===== src/rtl/mem_dma_pkg.sv =====
// Shared types and constants for the mem_dma word-copy engine and the 16-bit byte-addressed mem block.
package mem_dma_pkg;

  localparam int MEM_ADDR_W    = 16;
  localparam int MEM_DATA_W    = 16;
  localparam int DMA_ADDR_STEP = 2;

  typedef enum logic [1:0] {
    S_IDLE  = 2'd0,
    S_READ  = 2'd1,
    S_WRITE = 2'd2,
    S_DONE  = 2'd3
  } dma_state_e;

endpackage


===== src/rtl/mem_dma.sv =====
// Word-copy engine driving a big-endian 16-bit memory port: alternating READ/WRITE cycles per word.
// Optional running checksum of copied words when MEM_DMA_CSUM_EN is defined.
module mem_dma
  import mem_dma_pkg::*;
#(
  parameter int ADDR_W    = MEM_ADDR_W,
  parameter int DATA_W    = MEM_DATA_W,
  parameter int LEN_W     = 16,
  parameter int ADDR_STEP = DMA_ADDR_STEP
) (
  input  logic              clock_i,
  input  logic              reset_ni,
  input  logic              start_i,
  input  logic [ADDR_W-1:0] src_addr_i,
  input  logic [ADDR_W-1:0] dst_addr_i,
  input  logic [LEN_W-1:0]  len_i,
  output logic              busy_o,
  output logic              done_o,
  output logic [ADDR_W-1:0] mem_address_o,
  output logic              mem_wr_en_o,
  output logic [DATA_W-1:0] mem_wdata_o,
`ifdef MEM_DMA_CSUM_EN
  output logic [15:0]       csum_o,
`endif
  input  logic [DATA_W-1:0] mem_rdata_i
);

  dma_state_e        state_q;
  logic [ADDR_W-1:0] src_ptr_q;
  logic [ADDR_W-1:0] dst_ptr_q;
  logic [LEN_W-1:0]  cnt_q;
  logic [DATA_W-1:0] buf_q;
`ifdef MEM_DMA_CSUM_EN
  logic [15:0]       csum_q;
`endif

  always_ff @(posedge clock_i or negedge reset_ni) begin
    if (!reset_ni) begin
      state_q   <= S_IDLE;
      src_ptr_q <= '0;
      dst_ptr_q <= '0;
      cnt_q     <= '0;
      buf_q     <= '0;
`ifdef MEM_DMA_CSUM_EN
      csum_q    <= '0;
`endif
    end else begin
      case (state_q)
        S_IDLE: begin
          if (start_i) begin
            src_ptr_q <= src_addr_i;
            dst_ptr_q <= dst_addr_i;
            cnt_q     <= len_i;
`ifdef MEM_DMA_CSUM_EN
            csum_q    <= '0;
`endif
            state_q   <= (len_i == '0) ? S_DONE : S_READ;
          end
        end
        S_READ: begin
          buf_q     <= mem_rdata_i;
          src_ptr_q <= src_ptr_q + ADDR_W'(ADDR_STEP);
          state_q   <= S_WRITE;
        end
        S_WRITE: begin
          // Memory latches buf_q on this same edge; pointers wrap silently.
          dst_ptr_q <= dst_ptr_q + ADDR_W'(ADDR_STEP);
          cnt_q     <= cnt_q - LEN_W'(1);
`ifdef MEM_DMA_CSUM_EN
          csum_q    <= csum_q + 16'(buf_q);
`endif
          state_q   <= (cnt_q == LEN_W'(1)) ? S_DONE : S_READ;
        end
        default: state_q <= S_IDLE;
      endcase
    end
  end

  // Strobes decode only from the state register, so async reset kills a pending write at once.
  assign busy_o      = (state_q == S_READ) || (state_q == S_WRITE);
  assign done_o      = (state_q == S_DONE);
  assign mem_wr_en_o = (state_q == S_WRITE);
  assign mem_wdata_o = buf_q;

  always_comb begin
    mem_address_o = '0;
    case (state_q)
      S_READ:  mem_address_o = src_ptr_q;
      S_WRITE: mem_address_o = dst_ptr_q;
      default: mem_address_o = '0;
    endcase
  end

`ifdef MEM_DMA_CSUM_EN
  assign csum_o = csum_q;
`endif

endmodule


===== config.mk =====
export PLATFORM = sky130hd
export DESIGN_NAME = mem_dma
export DESIGN_NICKNAME = d
export VERILOG_FILES = /design/src/rtl/mem_dma_pkg.sv /design/src/rtl/mem_dma.sv
export SDC_FILE = /design/constraint.sdc
export NUM_CORES = 1
export LEC_CHECK = 0
export CORE_MARGIN = 3
export CORE_UTILIZATION = 40
export CTS_CLUSTER_SIZE = 28
export DETAILED_ROUTE_END_ITERATION = 16
export DONT_BUFFER_PORTS = 1
export HOLD_SLACK_MARGIN = 0.15
export PLACE_DENSITY = 0.61
export SLEW_MARGIN = 20
export SYNTH_ARGS = -nofsm -noshare
export SYNTH_HDL_FRONTEND = slang
export SYNTH_SLANG_ARGS = --single-unit

===== constraint.sdc =====
create_clock -name clock_i -period 1.88 [get_ports clock_i]
set_input_delay 0.282 -clock clock_i [delete_from_list [all_inputs] [get_ports clock_i]]
set_output_delay 0.282 -clock clock_i [all_outputs]
set_load 0.1 [all_outputs]

==> metrics.csv <==
metric,value,unit
hold_class,input pin to flip-flop,
syn_area_per_cell,9.183,sq um
nets,640,
cpPeakStageDelay,0.41,ns
fillerInstances,721,
status,finished with violations,
seq_area_frac_synth,41.54,%
totalWireLength,12.22,mm
drv_slew,0,
period_share,107.5,%
setup_tns,-2.160,ns
gp_congestion,0.8344,
max-slew-margin-rel,72.46,%
clock_latency,0.35,ns
dr_total_vias,3922,
tritoncts,built,
dp_hpwl,7.977,mm
clk_pin_slew,0.08,ns
syn_area,3976,sq um
clock-sinks,66,
violations,setup timing,
fp.coreArea,9459,sq um
syn_to_final_growth,58.21,%
num_io_pins,102,
cp_max_fo,6,
rsz0062_at_grt,yes,
grt-ovfl-total,0,
drtIter0Drc,258,
grt_usage,21.41,%
ant_nets,0,
antenna_found_initial,1,
crit_chain,inv_2 > buf_6 > ha_4 > buf_12 > a22oi_2 > nor2b_4 > buf_12,
layout_commonest_cell,dfrtp_1,
ys_types,39,
h-tree-depth,3,
ys.warnings.count,0,
fin_ws,-0.1413,ns
wire_per_inst,17.50,um
initial_core_util,42.04,%
rows,35,
die_h,105.7,um
layout_common_cells,"dfrtp_1 (66), dlygate4sd3_1 (57), buf_4 (51)",
syn_nets,509,
cp.arrival,1.74,ns
fmaxAchievable,0.4947,GHz
die-area,11170,sq um
slowest_stage,dfrtp_1,
min_period,2.021,ns
grt_pass1_vias,3839,
grt_start_max_net_pins,67,
synth_seq_cells,66,
port-buffer-count,0,
grt_pass1_wl,19.44,mm
worst_setup_path_start_kind,flip-flop,
dr.pass1.iters,5,
synth_cells,433,
cts_root_buf,clkbuf_8,
setup_viol,29,
avgViaCountPerCell,5.619,
hold_viol_final,0,
critPathKind,flip-flop to output pin,
antennaDiodeCount,0,
fin_skew,0.01851,ns
worstPathRequired,1.60,ns
drcViolationCount,0,
clk_path_buf_depth,2,
synth-edff-count,0,
die_x,105.7,um
numCtsBuffers,9,
worst_slew_pin_slew,0.4093,ns
crit_top_cell,buf_12,
endpoint_kind,output pin,
cap_violations,0,
ys.flop_type,dfrtp_1,
synthArstFlopShare,100.0,%
drive_gt1_share,30.93,%
## synth_stat cells (all sizes together), types with 11 or more instances
| library cell | count | area share, % |
|---|---|---|
| o21ai | 24 | 3.0 |
| nand3 | 19 | 2.4 |
| nor3 | 11 | 1.7 |
| nand2 | 48 | 4.5 |
| nor4 | 11 | 2.9 |
| a21oi | 41 | 5.2 |
| o22ai | 34 | 5.3 |
| nor2b | 14 | 2.2 |
| mux2i | 26 | 6.5 |
| nor2 | 14 | 1.3 |
| clkbuf | 18 | 1.7 |
| mux2 | 20 | 5.7 |
| a22oi | 12 | 2.3 |
| dfrtp | 66 | 42 |
## sequential cells by signal, indices dropped and copies added (netlist names)
| register | cells |
|---|---|
| cnt_q | 16 |
| src_ptr_q | 16 |
| mem_wdata_o | 16 |
| state_q | 2 |
| dst_ptr_q | 16 |
## what timing repair did
item	CTS	global route
resized for setup	28	20
endpoints found under the setup margin	21	55
pin swaps	9	6
hold endpoints to repair	122	0
hold buffers	58	0
cloned	3	2
setup buffers	9	4
## logic make-up after synthesis
family | Yosys count | share of synthesized area (%)
adder cells (fa/ha/maj) | 9 | 2.832
AND/OR/NAND/NOR | 151 | 21.18
AO/OA/AOI/OAI | 125 | 18.66
flip-flops | 66 | 41.54
buffers and inverters | 36 | 3.587
multiplexers | 46 | 12.21
## stage by stage
step	hold slack, ns	cell area, sq um	cells	util, %	worst slack, ns
2_1_floorplan	-0.01359	4240	433	-	-0.2480
3_3_place_gp	-0.01072	5007	606	52.94	0.03158
3_5_place_dp	-0.01056	5007	606	52.94	0.006318
4_1_cts	0.1561	6127	692	64.78	-0.1464
5_1_grt	0.1803	6291	698	66.51	-0.2043
6_report	0.1603	6291	698	66.51	-0.1413
## worst max-delay path, delay by kind of cell (launching register included)
kind                       cells  cell delay (ns)
AOI/OAI and AO/OA              1             0.09
adders and majority gates      1             0.20
buffers and inverters          4             0.52
DFF                            1             0.41
and+or+nand+nor                1             0.17
## layout make-up
type | instances | area, sq um | share of cell area, %
inverters | 9 | 33.78 | 0.5370
flip-flops and latches | 66 | 1652 | 26.25
multi-input cells | 331 | 2487 | 39.54
repair buffers | 147 | 1734 | 27.57
clock buffers | 9 | 123.9 | 1.969
well taps | 129 | 161.4 | 2.566
clock inverters | 7 | 98.84 | 1.571
## routing by layer
layer,track usage (%),vias up,part of all wire (%)
met5,0,-,0.11
met4,7.401,2,1.6
met3,4.593,18,5.8
met2,33.11,143,48
met1,29.74,1872,45
li1,-,1887,-
## final timing paths
kind	from	to	slack (ns)	cells after the start
max	state_q[0]	mem_address_o[11]	-0.14	7
min	len_i[0]	cnt_q[0]	0.16	2
max reg2reg	state_q[0]	state_q[1]	-0.06	7
min reg2reg	src_ptr_q[0]	src_ptr_q[0]	0.52	2
max in group asynchronous	reset_ni	src_ptr_q[8]	1.10	2
min in group asynchronous	reset_ni	cnt_q[3]	0.48	2
Power is not shown: default switching activity piles up to over one toggle a cycle in this logic, so the estimate is an artifact.
